$ cat src/rtl/iob_ibex_obi2axi_bridge.sv
// Ibex request/grant/rvalid to AXI4 single-beat bridge with in-order responses and MAX_OUTST outstanding.
// Optional macro IOB_IBEX_BRIDGE_INTG_EN drives rdata_intg_o with inverted SECDED(39,32) check bits.
module iob_ibex_obi2axi_bridge #(
    parameter int unsigned ADDR_W    = 32,
    parameter int unsigned DATA_W    = 32,
    parameter int unsigned AXI_ID_W  = 1,
    parameter int unsigned AXI_ID    = 0,
    parameter int unsigned MAX_OUTST = 2,
    parameter bit          READ_ONLY = 1'b0
) (
    input  logic                  clk_i,
    input  logic                  cke_i,
    input  logic                  arst_i,
    input  logic                  req_i,
    input  logic                  we_i,
    input  logic [DATA_W/8-1:0]   be_i,
    input  logic [ADDR_W-3:0]     addr_i,
    input  logic [DATA_W-1:0]     wdata_i,
    output logic                  gnt_o,
    output logic                  rvalid_o,
    output logic [DATA_W-1:0]     rdata_o,
    output logic [6:0]            rdata_intg_o,
    output logic                  err_o,
    output logic                  axi_awvalid_o,
    input  logic                  axi_awready_i,
    output logic [ADDR_W-3:0]     axi_awaddr_o,
    output logic [AXI_ID_W-1:0]   axi_awid_o,
    output logic                  axi_wvalid_o,
    input  logic                  axi_wready_i,
    output logic [DATA_W-1:0]     axi_wdata_o,
    output logic [DATA_W/8-1:0]   axi_wstrb_o,
    output logic                  axi_wlast_o,
    input  logic                  axi_bvalid_i,
    output logic                  axi_bready_o,
    input  logic [1:0]            axi_bresp_i,
    input  logic [AXI_ID_W-1:0]   axi_bid_i,
    output logic                  axi_arvalid_o,
    input  logic                  axi_arready_i,
    output logic [ADDR_W-3:0]     axi_araddr_o,
    output logic [AXI_ID_W-1:0]   axi_arid_o,
    input  logic                  axi_rvalid_i,
    output logic                  axi_rready_o,
    input  logic [DATA_W-1:0]     axi_rdata_i,
    input  logic [1:0]            axi_rresp_i,
    input  logic [AXI_ID_W-1:0]   axi_rid_i,
    input  logic                  axi_rlast_i
);

    localparam int unsigned CNT_W = $clog2(MAX_OUTST + 1);
    localparam int unsigned PTR_W = (MAX_OUTST > 1) ? $clog2(MAX_OUTST) : 1;
    localparam logic [PTR_W-1:0] PTR_MASK = PTR_W'(MAX_OUTST - 1);
    localparam logic [CNT_W-1:0] CNT_FULL = CNT_W'(MAX_OUTST);

    logic [CNT_W-1:0]     cnt_q, cnt_d;
    logic [MAX_OUTST-1:0] fifo_q, fifo_d;
    logic [PTR_W-1:0]     wptr_q, wptr_d, rptr_q, rptr_d;
    logic                 aw_done_q, aw_done_d, w_done_q, w_done_d;
    logic                 rvalid_q, rvalid_d, err_q, err_d;
    logic [DATA_W-1:0]    rdata_q, rdata_d;

    logic full, empty, head_wr, is_wr;
    logic ar_hs, aw_hs, w_hs, r_hs, b_hs, wr_gnt, push, pop;

    assign full  = (cnt_q == CNT_FULL);
    assign empty = (cnt_q == '0);
    assign head_wr = fifo_q[rptr_q];
    assign is_wr = we_i & ~READ_ONLY;

    // Request channels are combinational from the held Ibex request
    assign axi_arvalid_o = req_i & ~is_wr & ~full;
    assign axi_awvalid_o = req_i & is_wr & ~full & ~aw_done_q;
    assign axi_wvalid_o  = req_i & is_wr & ~full & ~w_done_q;
    assign axi_wlast_o   = axi_wvalid_o;
    assign axi_wstrb_o   = be_i;
    assign axi_wdata_o   = wdata_i;
    assign axi_awaddr_o  = addr_i;
    assign axi_araddr_o  = addr_i;
    assign axi_awid_o    = AXI_ID_W'(AXI_ID);
    assign axi_arid_o    = AXI_ID_W'(AXI_ID);

    // Only the channel matching the oldest outstanding transaction may retire
    assign axi_rready_o = ~empty & ~head_wr;
    assign axi_bready_o = ~empty & head_wr & ~READ_ONLY;

    assign ar_hs  = axi_arvalid_o & axi_arready_i;
    assign aw_hs  = axi_awvalid_o & axi_awready_i;
    assign w_hs   = axi_wvalid_o & axi_wready_i;
    assign r_hs   = axi_rvalid_i & axi_rready_o;
    assign b_hs   = axi_bvalid_i & axi_bready_o;
    assign wr_gnt = (aw_hs | aw_done_q) & (w_hs | w_done_q);
    assign push   = ar_hs | wr_gnt;
    assign pop    = r_hs | b_hs;
    assign gnt_o  = push;

    always_comb begin
        cnt_d     = cnt_q;
        fifo_d    = fifo_q;
        wptr_d    = wptr_q;
        rptr_d    = rptr_q;
        aw_done_d = aw_done_q;
        w_done_d  = w_done_q;
        rvalid_d  = pop;
        err_d     = 1'b0;
        rdata_d   = rdata_q;

        if (wr_gnt) begin
            aw_done_d = 1'b0;
            w_done_d  = 1'b0;
        end else begin
            if (aw_hs) aw_done_d = 1'b1;
            if (w_hs)  w_done_d  = 1'b1;
        end

        if (push) begin
            fifo_d[wptr_q] = wr_gnt;
            wptr_d = (wptr_q + PTR_W'(1)) & PTR_MASK;
        end
        if (pop) begin
            rptr_d = (rptr_q + PTR_W'(1)) & PTR_MASK;
        end

        if (push && !pop) begin
            cnt_d = cnt_q + CNT_W'(1);
        end else if (pop && !push) begin
            cnt_d = cnt_q - CNT_W'(1);
        end

        if (r_hs) begin
            rdata_d = axi_rdata_i;
            err_d   = axi_rresp_i[1];
        end else if (b_hs) begin
            err_d   = axi_bresp_i[1];
        end
    end

    always_ff @(posedge clk_i or posedge arst_i) begin
        if (arst_i) begin
            cnt_q     <= '0;
            fifo_q    <= '0;
            wptr_q    <= '0;
            rptr_q    <= '0;
            aw_done_q <= 1'b0;
            w_done_q  <= 1'b0;
            rvalid_q  <= 1'b0;
            err_q     <= 1'b0;
            rdata_q   <= '0;
        end else if (cke_i) begin
            cnt_q     <= cnt_d;
            fifo_q    <= fifo_d;
            wptr_q    <= wptr_d;
            rptr_q    <= rptr_d;
            aw_done_q <= aw_done_d;
            w_done_q  <= w_done_d;
            rvalid_q  <= rvalid_d;
            err_q     <= err_d;
            rdata_q   <= rdata_d;
        end
    end

    assign rvalid_o = rvalid_q;
    assign err_o    = err_q;
    assign rdata_o  = rdata_q;

`ifdef IOB_IBEX_BRIDGE_INTG_EN
    // Inverted SECDED(39,32) check bits, matching Ibex's data-integrity encoder
    function automatic logic [6:0] secded_inv_enc(input logic [31:0] d);
        logic [6:0] c;
        c[0] = ^(d & 32'h2606BD25);
        c[1] = ^(d & 32'hDEBA8050);
        c[2] = ^(d & 32'h413D89AA);
        c[3] = ^(d & 32'h31234ED1);
        c[4] = ^(d & 32'hC2C1323B);
        c[5] = ^(d & 32'h2DCC624C);
        c[6] = ^(d & 32'h98505586);
        return c ^ 7'h2A;
    endfunction

    logic [6:0] intg_q;

    always_ff @(posedge clk_i or posedge arst_i) begin
        if (arst_i) begin
            intg_q <= secded_inv_enc(32'h0);
        end else if (cke_i && r_hs) begin
            intg_q <= secded_inv_enc(axi_rdata_i[31:0]);
        end
    end

    assign rdata_intg_o = intg_q;
`else
    assign rdata_intg_o = 7'b0;
`endif

    // ID, last and low response bits are intentionally ignored
    logic unused_c;
    assign unused_c = ^{axi_bid_i, axi_rid_i, axi_rlast_i, axi_rresp_i[0], axi_bresp_i[0]};

endmodule

$ cat config.mk
export PLATFORM = sky130hd
export DESIGN_NAME = iob_ibex_obi2axi_bridge
export DESIGN_NICKNAME = d
export VERILOG_FILES = /design/src/rtl/iob_ibex_obi2axi_bridge.sv
export SDC_FILE = /design/constraint.sdc
export NUM_CORES = 1
export LEC_CHECK = 0
export CAP_MARGIN = 10
export CORE_MARGIN = 10
export CORE_UTILIZATION = 27
export DETAILED_ROUTE_END_ITERATION = 12
export GPL_ROUTABILITY_DRIVEN = 1
export PLACE_DENSITY = 0.77
export SYNTH_ARGS = -nofsm -noshare
export SYNTH_HDL_FRONTEND = slang
export SYNTH_SLANG_ARGS = --single-unit
$ cat constraint.sdc
create_clock -name clk_i -period 1.88 [get_ports clk_i]
set_clock_uncertainty 0.2 [all_clocks]
set_input_delay 0.564 -clock clk_i [delete_from_list [all_inputs] [get_ports clk_i]]
set_output_delay 0.564 -clock clk_i [all_outputs]
set_load 0.05 [all_outputs]
==> run metrics <==
Num CTS Buffers 5; vias per cell 4.16; setup tns final -13.70 ns; Final GP Congestion 0.723; number of hold violations in the final report 0; htree depth 2; Hold-fix buffers, CTS 0; WP data required 1.12 ns; Tot GR Track Use 0.0984; Final Setup Violations 44; Slew Viols, Final 0; register area share after synthesis 0.391; Layout Nets 374; Iteration-0 DRC Markers 76; Place WS -0.683 ns; number of routed nets with antenna violations 0; Max Fclk 430 MHz; minimum hold slack 0.341 ns; top_reg_cell synth dfrtp_1; CP arrival 1.56 ns; largest net degree at the start of global routing 43; Syn. warnings 0; Syn-to-layout area delta 45.5%; CTS sink count 42; wire per inst 18.3 um; Pwr Density 2080 nW/um^2; Clock Tree Buf Depth 2; Clk Latency, worst-skew pair 0.29 ns; CP max stage cell a41o_1; global-route wire length before repair 11.2 mm; crit end category output pin; Detailed Routing Iterations Pass 1 4; initial antenna violation count 0; Root Buffer clkbuf_8; average size of a mapped cell 11.5 um^2; Final min period 2.32 ns; Synth top area share 0.391; cells after synthesis 234; outcome finished with violations; I/O Pins 261; critical path type in2out; Congestion Overflow GR 0; Post-route DRC 0; Die W 120 um; Synth area leader dfrtp_1; worst path cell trace clkdlybuf4s15_1 -> a41o_1 -> a21oi_2 -> inv_4 -> buf_12; post-layout util 0.402; Worst path top cell family by delay compound AO/OA/AOI/OAI gates; #FFs+latches synth 42; fin crit share 1.24; CP max stage delay 0.31 ns; unrepaired setup endpoints after global routing true; Die Y 120 um; fraction of layout cells with a size suffix above 1 0.525; Unique masters post-synth 31; row count 36; share of synthesized registers carrying an async set or reset 1.00; Buf+Inv Stages, Crit Path 3; failing checks negative setup slack; die area 14,300 um^2; Worst Path Max Fanout 6; Filler cells 917; maximum capacitance violations 0; CP Launch Type primary input; number of flops mapped to enable cells by yosys 0; overall power 0.00815 W; Netlist Area Pre-Place 2690 um^2; Leakage 1.82 nW; initial core utilization 0.276; post-layout worst setup margin -0.443 ns; Hold Crit Class reg2reg; top post-synthesis cells by area dfrtp_1 39%, buf_4 30%, mux2_4 17%; Routed WL 7.18 mm; peak supply drop 899 uV; post-DP HPWL 5.53 mm; vias in the first global route 1,882; Clock Pin Slew Worst Setup and Hold Paths 0.08 ns; number of port buffers 84; core region area 9730 um^2; Inserted Diodes 0; via count 1,632; CTS tree done
[metal layers]
layer | vias to the layer above | wire [um] | share of wire | GRT usage
met1 | 783 | 2580 | 0.36 | 0.102
met5 | - | 0 | 0 | 0
met2 | 101 | 3620 | 0.50 | 0.167
met4 | 0 | 340 | 0.047 | 0.0588
met3 | 47 | 639 | 0.089 | 0.0361
li1 | 701 | - | - | -
[layout by cell type (no fill, tap or decap), drive strengths merged, types with 2 or more instances in the layout]
cell / instances
a21oi: 4
a31oi: 2
a41o: 2
buf: 76
clkbuf: 7
clkdlybuf4s50: 38
conb: 9
dfrtp: 42
dlygate4sd2: 3
inv: 2
mux2: 33
nand2: 3
nand2b: 5
nand3: 2
nor2: 9
nor3b: 2
o21ai: 2
xnor2: 2
xor2: 2
[final timing paths]
check	start	endpoint	slack, ns	cells after the start
setup / recovery	req_i	gnt_o	-0.44	5
hold / removal	fifo_q[1]$_DFFE_PP0P_	fifo_q[1]$_DFFE_PP0P_	0.34	1
setup reg to reg	cnt_q[0]$_DFFE_PP0P_	rdata_o[17]$_DFFE_PP0P_	-0.34	11
hold reg to reg	fifo_q[1]$_DFFE_PP0P_	fifo_q[1]$_DFFE_PP0P_	0.34	1
max in group asynchronous	arst_i	rptr_q$_DFFE_PP0P_	0.87	3
min in group asynchronous	arst_i	rdata_o[22]$_DFFE_PP0P_	0.40	3
[cells in the mapped netlist, types with 3 or more instances]
cell      instances
nor2_1            9
buf_4           106
inv_1             3
mux2_4           31
nand2b_1          5
a21oi_1           4
buf_6             3
dfrtp_1          42
[report_power, final]
group	switching, W	total, W	internal, W
Sequential	0.000504	0.00186	0.00136
Clock	0.000324	0.000721	0.000397
Combinational	0.00258	0.00556	0.00298
[through the flow]
stage	instance area, um^2	std cells
after detailed placement	3530	369
after global placement	3530	369
after floorplan	2780	242
final	3910	392
after CTS	3860	390
after global routing	3910	392
[state kept, by name, summed over array words and instances, names as in the netlist]
register / cells
w_done_q: 1
err_o: 1
rdata_o: 32
cnt_q: 2
rvalid_o: 1
wptr_q: 1
fifo_q: 2
rptr_q: 1
aw_done_q: 1
[repair_timing]
| action | CTS | global route |
|---|---|---|
| setup buffers | 11 | 3 |
| pin swaps | 13 | 4 |
| resized for setup | 27 | 9 |
| endpoints found under the setup margin | 41 | 44 |
| gates cloned | 2 | 0 |
[cell type report]
class / instances / area [um^2] / area share
inverter: 3 / 13.8 / 0.00352
clock buffer: 6 / 72.6 / 0.0186
tap: 133 / 166 / 0.0426
multi-input combinational: 87 / 938 / 0.240
clock inverter: 2 / 37.5 / 0.00961
sequential: 42 / 1050 / 0.269
timing repair buffer: 119 / 1630 / 0.417
[logic make-up (layout without fill, tap and decap cells)]
group                      count (synthesis)  after routing  share of synthesized area
adders and majority gates                  1              1                    0.00466
xor gates and xnor gates                   4              4                     0.0130
AOI/OAI and AO/OA                         14             14                     0.0363
other                                      1              9                    0.00140
DFF                                       42             42                      0.391
muxes                                     34             34                      0.185
buffers and inverters                    113            130                      0.314
and+or+nand+nor                           25             25                     0.0536
Power figures use the tool's default switching activity.
